--- src/rtl/bcd_sevenseg_scan.sv ---
// Time-multiplexed seven-segment driver: a packed BCD word is captured into a shadow
// register and copied to the displayed set only at frame boundaries, so a frame never tears.
module bcd_sevenseg_scan #(
  parameter int NUM_DIGITS  = 4,
  parameter int REFRESH_DIV = 100000,
  parameter bit ACTIVE_LOW  = 1'b1
) (
  input  logic                      clk,
  input  logic                      rst_n,
  input  logic                      load,
  input  logic [4*NUM_DIGITS-1:0]   bcd_in,
  input  logic [NUM_DIGITS-1:0]     dp_in,
  input  logic                      blank_lz,
  output logic [6:0]                seg,
  output logic                      dp,
  output logic [NUM_DIGITS-1:0]     an,
  output logic                      applied
);

  localparam int IW = (NUM_DIGITS > 1) ? $clog2(NUM_DIGITS) : 1;
  localparam int CW = (REFRESH_DIV > 1) ? $clog2(REFRESH_DIV) : 1;
  localparam logic [CW-1:0] CNT_LAST = CW'(REFRESH_DIV - 1);
  localparam logic [IW-1:0] IDX_LAST = IW'(NUM_DIGITS - 1);
  localparam logic [6:0]    SEG_OFF  = {7{ACTIVE_LOW}};
  localparam logic [NUM_DIGITS-1:0] AN_OFF = {NUM_DIGITS{ACTIVE_LOW}};

  logic [CW-1:0]             cnt_q, cnt_d;
  logic [IW-1:0]             idx_q, idx_d;
  logic [4*NUM_DIGITS-1:0]   sh_bcd_q, sh_bcd_d, act_bcd_q, act_bcd_d;
  logic [NUM_DIGITS-1:0]     sh_dp_q, sh_dp_d, act_dp_q, act_dp_d;
  logic                      sh_blz_q, sh_blz_d, act_blz_q, act_blz_d;
  logic                      pending_q, pending_d, applied_q, applied_d;
  logic [6:0]                seg_q, seg_d;
  logic                      dp_q, dp_d;
  logic [NUM_DIGITS-1:0]     an_q, an_d;
  logic                      terminal, wrap;

  function automatic logic [6:0] seg_decode(input logic [3:0] code);
    case (code)
      4'd0:    seg_decode = 7'h3F;
      4'd1:    seg_decode = 7'h06;
      4'd2:    seg_decode = 7'h5B;
      4'd3:    seg_decode = 7'h4F;
      4'd4:    seg_decode = 7'h66;
      4'd5:    seg_decode = 7'h6D;
      4'd6:    seg_decode = 7'h7D;
      4'd7:    seg_decode = 7'h07;
      4'd8:    seg_decode = 7'h7F;
      4'd9:    seg_decode = 7'h6F;
      default: seg_decode = 7'h40;
    endcase
  endfunction

  // zero_from[k]: digits k..NUM_DIGITS-1 of the active word are all zero.
  // An invalid code is non-zero, so it naturally stops blanking below it.
  logic [NUM_DIGITS-1:1] zero_from;
  logic [6:0]            digit_seg [NUM_DIGITS];

  genvar gi;
  generate
    for (gi = 1; gi < NUM_DIGITS; gi++) begin : g_zero
      if (gi == NUM_DIGITS - 1) begin : g_top
        assign zero_from[gi] = (act_bcd_q[4*gi +: 4] == 4'd0);
      end else begin : g_mid
        assign zero_from[gi] = (act_bcd_q[4*gi +: 4] == 4'd0) & zero_from[gi+1];
      end
    end
    for (gi = 0; gi < NUM_DIGITS; gi++) begin : g_digit
      if (gi == 0) begin : g_lsd
        assign digit_seg[gi] = seg_decode(act_bcd_q[3:0]);
      end else begin : g_upper
        assign digit_seg[gi] = (act_blz_q && zero_from[gi]) ? 7'h00
                                                            : seg_decode(act_bcd_q[4*gi +: 4]);
      end
    end
  endgenerate

  assign terminal = (cnt_q == CNT_LAST);
  assign wrap     = terminal && (idx_q == IDX_LAST);

  always_comb begin
    cnt_d     = terminal ? '0 : cnt_q + 1'b1;
    idx_d     = idx_q;
    if (terminal) idx_d = (idx_q == IDX_LAST) ? '0 : idx_q + 1'b1;
    sh_bcd_d  = sh_bcd_q;
    sh_dp_d   = sh_dp_q;
    sh_blz_d  = sh_blz_q;
    act_bcd_d = act_bcd_q;
    act_dp_d  = act_dp_q;
    act_blz_d = act_blz_q;
    pending_d = pending_q;
    applied_d = 1'b0;
    // Apply uses the pre-edge shadow; a coincident load then re-arms pending.
    if (wrap && pending_q) begin
      act_bcd_d = sh_bcd_q;
      act_dp_d  = sh_dp_q;
      act_blz_d = sh_blz_q;
      pending_d = 1'b0;
      applied_d = 1'b1;
    end
    if (load) begin
      sh_bcd_d  = bcd_in;
      sh_dp_d   = dp_in;
      sh_blz_d  = blank_lz;
      pending_d = 1'b1;
    end
    seg_d = digit_seg[idx_q] ^ SEG_OFF;
    dp_d  = act_dp_q[idx_q] ^ ACTIVE_LOW;
    an_d  = (NUM_DIGITS'(1) << idx_q) ^ AN_OFF;
  end

  always_ff @(posedge clk or negedge rst_n) begin
    if (!rst_n) begin
      cnt_q     <= '0;
      idx_q     <= '0;
      sh_bcd_q  <= '0;
      sh_dp_q   <= '0;
      sh_blz_q  <= 1'b0;
      act_bcd_q <= '0;
      act_dp_q  <= '0;
      act_blz_q <= 1'b0;
      pending_q <= 1'b0;
      applied_q <= 1'b0;
      seg_q     <= SEG_OFF;
      dp_q      <= ACTIVE_LOW;
      an_q      <= AN_OFF;
    end else begin
      cnt_q     <= cnt_d;
      idx_q     <= idx_d;
      sh_bcd_q  <= sh_bcd_d;
      sh_dp_q   <= sh_dp_d;
      sh_blz_q  <= sh_blz_d;
      act_bcd_q <= act_bcd_d;
      act_dp_q  <= act_dp_d;
      act_blz_q <= act_blz_d;
      pending_q <= pending_d;
      applied_q <= applied_d;
      seg_q     <= seg_d;
      dp_q      <= dp_d;
      an_q      <= an_d;
    end
  end

  assign seg     = seg_q;
  assign dp      = dp_q;
  assign an      = an_q;
  assign applied = applied_q;

endmodule

--- config.mk ---
export PLATFORM = sky130hd
export DESIGN_NAME = bcd_sevenseg_scan
export DESIGN_NICKNAME = d
export VERILOG_FILES = /design/src/rtl/bcd_sevenseg_scan.sv
export SDC_FILE = /design/constraint.sdc
export NUM_CORES = 1
export LEC_CHECK = 0
export CAP_MARGIN = 20
export CORE_ASPECT_RATIO = 1.5
export CORE_UTILIZATION = 36
export CTS_BUF_LIST = sky130_fd_sc_hd__clkbuf_16
export DETAILED_ROUTE_END_ITERATION = 10
export PLACE_DENSITY_LB_ADDON = 0.3
export SLEW_MARGIN = 30
export SYNTH_ARGS = -nofsm -noshare
export SYNTH_HDL_FRONTEND = slang
export SYNTH_SLANG_ARGS = --single-unit
--- constraint.sdc ---
create_clock -name clk -period 3 [get_ports clk]
set_input_delay 0.9 -clock clk [delete_from_list [all_inputs] [get_ports clk]]
set_output_delay 0.9 -clock clk [all_outputs]
set_load 0.02 [all_outputs]
; ---- Word-level counts from Yosys, hierarchy flattened
; Memory sizes are Yosys's and may differ from the RTL's.
; Cells that the tools add are included.
[classes]
add_sub_neg = 2
n_lt_le_gt_ge = 2
eq_ne = 2
shifts = 1
mux = 13
n_bitwise = 6
reduce_logical = 9
[op_table]
columns = cell, n
row1 = 2-to-1 mux 7 bit, 5
row2 = adder 17 x 1 -> 17 bit (second input constant), 1
row3 = equality test 17 bit (second input constant), 1
row4 = 2-to-1 mux 17 bit, 1
row5 = binary-select mux 7 bit (select 2 bit), 1
row6 = logical NOT 4 bit, 3
row7 = NOT 7 bit, 1
row8 = logical AND 1 bit, 5
row9 = 2-to-1 mux 1 bit, 4
row10 = NOT 4 bit, 1
row11 = left shift 1 x 2 -> 4 bit (first input constant), 1
row12 = greater-or-equal comparator 3 bit (second input constant), 1
row13 = < comparator 2 x 3 -> 1 bit (second input constant), 1
row14 = NOT 2 -> 3 bit, 1
row15 = adder 2 x 1 -> 2 bit (second input constant), 1
row16 = AND 1 bit, 2
row17 = binary-select mux 1 bit (select 2 bit), 1
row18 = equality test 2 bit (second input constant), 1
row19 = 2-to-1 mux 2 bit, 1
row20 = nonzero test 2 bit, 1
row21 = NOT 1 bit, 1
[totals]
ff_bits = 75
rom_bits = 448
input_bits = 24
out_inout_bits = 13
wordCells = 52
mem_count = 4
[mem_list]
columns = name, words, word_bits, rd, rd_ports_with_merged_regs, wr, line_no
row1 = (name not given), 16, 7, 1, 0, 0, 39  ; case (code)
row2 = (name not given), 16, 7, 1, 0, 0, 39
row3 = (name not given), 16, 7, 1, 0, 0, 39
row4 = (name not given), 16, 7, 1, 0, 0, 39

; ---- Depth between registers and ports, before layout
[logic_depth]
depth_word = 9
ltp_mapped = 7
ltp_nobuf = 6

; ---- Worst setup path after synthesis
; No wires, ideal clock.
[synth_timing]
kind = register to register
from = register act_bcd_q[9]
to = register seg_q[3] (netlist: seg[3])
t_arrival_ns = 2.146
path_slack_ns = 0.758
stages_incl_launch_ff = 7
path_cell_list = dfrtp_1 > inv_1 > ha_1 > or3b_2 > nor4_1 > nor3_1 > o32ai_1
[synth_between]
elab_chain_len = 9
elab_cells_between_ends = 12
classes_between = mux: 5 / bitwise: 3 / reduce/logical: 3 / memory: 1
[synth_rtl]
columns = element, line_no
row1 = start: declaration, 29  ; logic [4*NUM_DIGITS-1:0] sh_bcd_q, sh_bcd_d, act_bcd_q, act_bcd_d;
row2 = start signal: assignment, 133  ; act_bcd_q <= act_bcd_d;
row3 = branches (longest 5 deep; another with memory read (16 x 7 bit)), --
row4 = binary-select mux 7 bit (select 2 bit) (*), 107  ; seg_d = digit_seg[idx_q] ^ SEG_OFF;
row5 = 2-to-1 mux 7 bit (not written as such) (*) (2 in series), 107
row6 = NOT 7 bit (no source line) (*), --
row7 = named net seg_d[3], 33  ; logic [6:0] seg_q, seg_d;
row8 = end signal: assignment, 138  ; seg_q <= seg_d;
row9 = end: declaration, 33
; Mark *: on every way through the listed nets, which the timed path passes. The select of a mux whose other input is x is not followed.
; A chain may end at the register's enable or synchronous reset.

; ---- Worst setup path after layout
[layout_timing]
from = register an_q[1] (netlist: an[1])
to = output port an[1]
[layout_rtl]
columns = element, line_no
row1 = start: declaration, 35  ; logic [NUM_DIGITS-1:0] an_q, an_d;
row2 = start signal: assignment, 140  ; an_q <= an_d;
row3 = end: declaration, 16  ; output logic [NUM_DIGITS-1:0] an,
; No word-level cell between the ends.

==> reports/qor.tcl <==
set qor(leakagePower_uw) 0.002081
set qor(syn_area_sq_mm) 0.003981
set qor(timing.final.hold_violations) 0
set qor(ys_seq_elements) 75
set qor(clock_sink_count) 75
set qor(drt_pre_antenna_iters) 4
set qor(synth_largest_type_area_fraction_pct) 39.60
set qor(synth_edf_count) 0
set qor(data_required_time_of_the_critical_path_ps) 2100
set qor(cts-buffers-inserted) 9
set qor(run_status) {finished, final reports clean}
set qor(final_min_period_over_clock_period_pct) 78.51
set qor(endpoint_kind) {primary output}
set qor(synth_fp_nets) 386
set qor(wl_microns) 7866
set qor(syn_area_per_cell_sq_um) 11.81
set qor(powerDensity_mw_per_mm2) 492.8
set qor(detailedPlacementHpwl_microns) 5503
set qor(stdcell_count) 521
set qor(placedCellCount) 505
set qor(detailedRoute.firstIterationViolations) 117
set qor(viasPerCell) 5.054
set qor(cts.repair_timing.setup_buffer_count) 0
set qor(final_design_area_no_fill_sq_mm) 0.004792
set qor(h-tree-depth) 3
set qor(place_congestion) 0.8435
set qor(initial_utilization_pct) 37.39
set qor(avgRoutedWirePerCell_microns) 15.10
set qor(timing.hold.worst.class) {reg2reg}
set qor(floorplan.core_area_sq_mm) 0.01065
set qor(cpMaxStageDelayCell) {clkdlybuf4s50_1}
set qor(grt_usage_pct) 15.65
set qor(sequential_element_share_of_the_synthesized_area_pct) 47.52
set qor(worst-path-buf-inv) 1
set qor(endpoint) {an[1]}
set qor(drcViolationCount) 0
set qor(die_w_microns) 87.87
set qor(multi_input_gate_area_in_the_final_layout_sq_mm) 0.001917
set qor(setup.worst_path.start) {an[1]}
set qor(setup_viol) 0
set qor(fmax_mhz) 424.6
set qor(buffer_ports.inserted) 36
set qor(holdBufCountCts) 0
set qor(synthesis.yosys.warnings) 0
set qor(via_count_of_the_first_global_routing_pass) 2764
set qor(timing.final.crit_period_ps) 2355
set qor(synth_async_sr_flop_share_pct) 100.0
set qor(tritoncts) {yes}
set qor(critical-path-top-delay-family) {buffers and inverters}
set qor(worst_setup_hold_path_clk_slew_ps) 60
set qor(grt-ovfl-total) 0
set qor(cts-root-buf) {clkbuf_16}
set qor(critical-path-max-stage-delay_ps) 600
set qor(final_net_count) 421
set qor(ys_dominant_reg_cell) {dfrtp_1}
set qor(layout-drive-gt1-share_pct) 22.02
set qor(r2r_cells) 5
set qor(grt_antenna_before_repair) 0
set qor(timing.critical_path.cells) {clkdlybuf4s50_1}
set qor(io_pins) 37
set qor(worst-setup-path-type) {reg2out}
set qor(clock_path_buffers) 2
set qor(die-height_microns) 130.8
set qor(worst-r2r-setup-slack_ps) 690
set qor(maxCapViolations) 0
set qor(count_of_antenna_violating_nets_left_after_detailed_routing) 0
set qor(design.die.area_sq_mm) 0.01149
set qor(area_growth_pct) 20.36
set qor(critical_path_cell_count) 1
set qor(ctsResizeCount) 0
set qor(final-seq-area_sq_mm) 0.001892
set qor(maxSlewHeadroom_pct) 51.59
set qor(site_row_count) 46
set qor(netlist-cell-type-count) 53
set qor(clock_skew_ps) 8.086
set qor(grt_first_pass_wirelength_microns) 13570
set qor(worstPathMaxFanout) 1
set qor(slew_viol_final) 0
set qor(num_vias) 2633
set qor(category_of_the_worst_setup_path_launch_point) {flip-flop}
set qor(fin_setup_tns_ps) 0
set qor(clock_insertion_delay_worst_skew_ps) 330
set qor(ir_drop_mv) 0.2715
set qor(cp_data_arrival_time_ps) 1460
set qor(num-fill-cells) 995
set qor(grt_setup_unrepaired) {no}
set qor(max_slew.worst_pin.slew_ps) 716.4
set qor(yosysTopAreaCell) {dfrtp_1}
set qor(dpl-instance-area_sq_mm) 0.004452
set qor(insertedDiodeCount) 0
set qor(post_synth_main_area_contributors) {dfrtp_1, dfstp_2, ha_1}
set qor(largest_net_degree_at_the_start_of_global_routing) 76
set qor(r2r-start) {cnt_q[6]}
set qor(post_synth_inst_count) 337
set qor(regToRegEndpoint) {act_dp_q[0]}
[power breakdown]
part,internal [uW],switching (uW),total (uW)
combinational,52.7,35.0,87.7
clock,806,410,1220
sequential,1040,16.4,1060
[per-stage QoR]
stage	utilization, %	total power, uW	hold WS (ps)	setup slack (ps)
final	45.01	2361	477.2	644.7
after global routing	45.01	2453	503.2	614.4
after CTS	44.97	2400	480.1	625.9
after detailed placement	41.81	1166	463.4	677.0
after global placement	41.81	1163	459.6	726.9
after floorplan	-	1103	442.0	758.4
[synthesized netlist by cell type, types with 2 or more instances]
library cell   n
dfrtp_1       63
ha_1          25
mux2_2        24
mux2_4        19
inv_1         17
nor2_1        15
a21oi_1       14
dfstp_2       12
nand2_1       12
clkbuf_1      11
o21ai_0       10
nand3_1        9
nor2b_1        9
xor2_1         9
nand2b_1       8
a21o_1         6
nand4_1        5
o21a_1         5
xnor2_1        5
a211oi_1       4
and4_1         4
o32ai_1        4
a221oi_1       3
nor3_1         3
o22ai_1        3
or2_2          3
and3_1         2
buf_1          2
buf_12         2
nor3b_1        2
nor4_1         2
o211ai_1       2
o31ai_1        2
or3b_2         2
[flip-flops by register name, indices dropped and copies added, names as in the netlist, 2 cells and up]
name	count
cnt_q	17
seg	7
idx_q	2
sh_dp_q	4
sh_bcd_q	16
an	4
act_bcd_q	16
act_dp_q	4
[placed cells by master (no fill, tap or decap), types with 3 or more instances in the layout]
master           instances
nand4_1                  5
mux2_4                  19
a211oi_1                 4
a21oi_1                 14
dfrtp_1                 63
o32ai_1                  4
ha_1                    25
xnor2_1                  5
dfstp_2                 12
nand2_1                 12
nor3_1                   3
nand3_1                  9
and4_1                   4
o22ai_1                  3
a221oi_1                 3
clkbuf_16                9
o21ai_0                 10
nor2_1                  15
nor2b_1                  9
mux2_2                  24
inv_1                   19
bufinv_16                3
buf_4                    5
a21o_1                   6
or2_2                    3
o21a_1                   5
xor2_1                   9
clkdlybuf4s50_1         35
nand2b_1                 8
[layer usage]
metal,vias up,GRT usage (%),routed length [microns]
met1,1319,18.28,3258
met2,42,27.45,4240
met4,0,6.750,140
li1,1259,-,-
met3,13,3.266,226
met5,-,0,0
[cells by family after synthesis]
group                    share of synthesized area, %
flip-flops                                      47.52
AO/OA/AOI/OAI                                   9.743
adder cells (fa/ha/maj)                         7.857
buffers and inverters                           4.337
multiplexers                                    14.77
AND/OR/NAND/NOR                                 12.70
XOR/XNOR                                        3.080
[worst min-delay path by stage]
stage,from,depth (start not counted),slack [ps],endpoint
finish,cnt_q[0],1,480,cnt_q[0]
global route,cnt_q[0],1,500,cnt_q[0]
CTS,cnt_q[0],1,480,cnt_q[0]
detailed placement,pending_q,1,460,pending_q
global placement,cnt_q[0],1,460,cnt_q[0]
floorplan,pending_q,1,440,pending_q
[layout make-up]
| class | instances | share of cell area [%] |
|---|---|---|
| multi-input cells | 227 | 40.00 |
| flip-flops and latches | 75 | 39.48 |
| repair buffers | 41 | 8.329 |
| clock buffers | 9 | 4.700 |
| well taps | 144 | 3.760 |
| clock inverters | 7 | 2.324 |
| inverters | 18 | 1.410 |
Power figures use the tool's default switching activity.
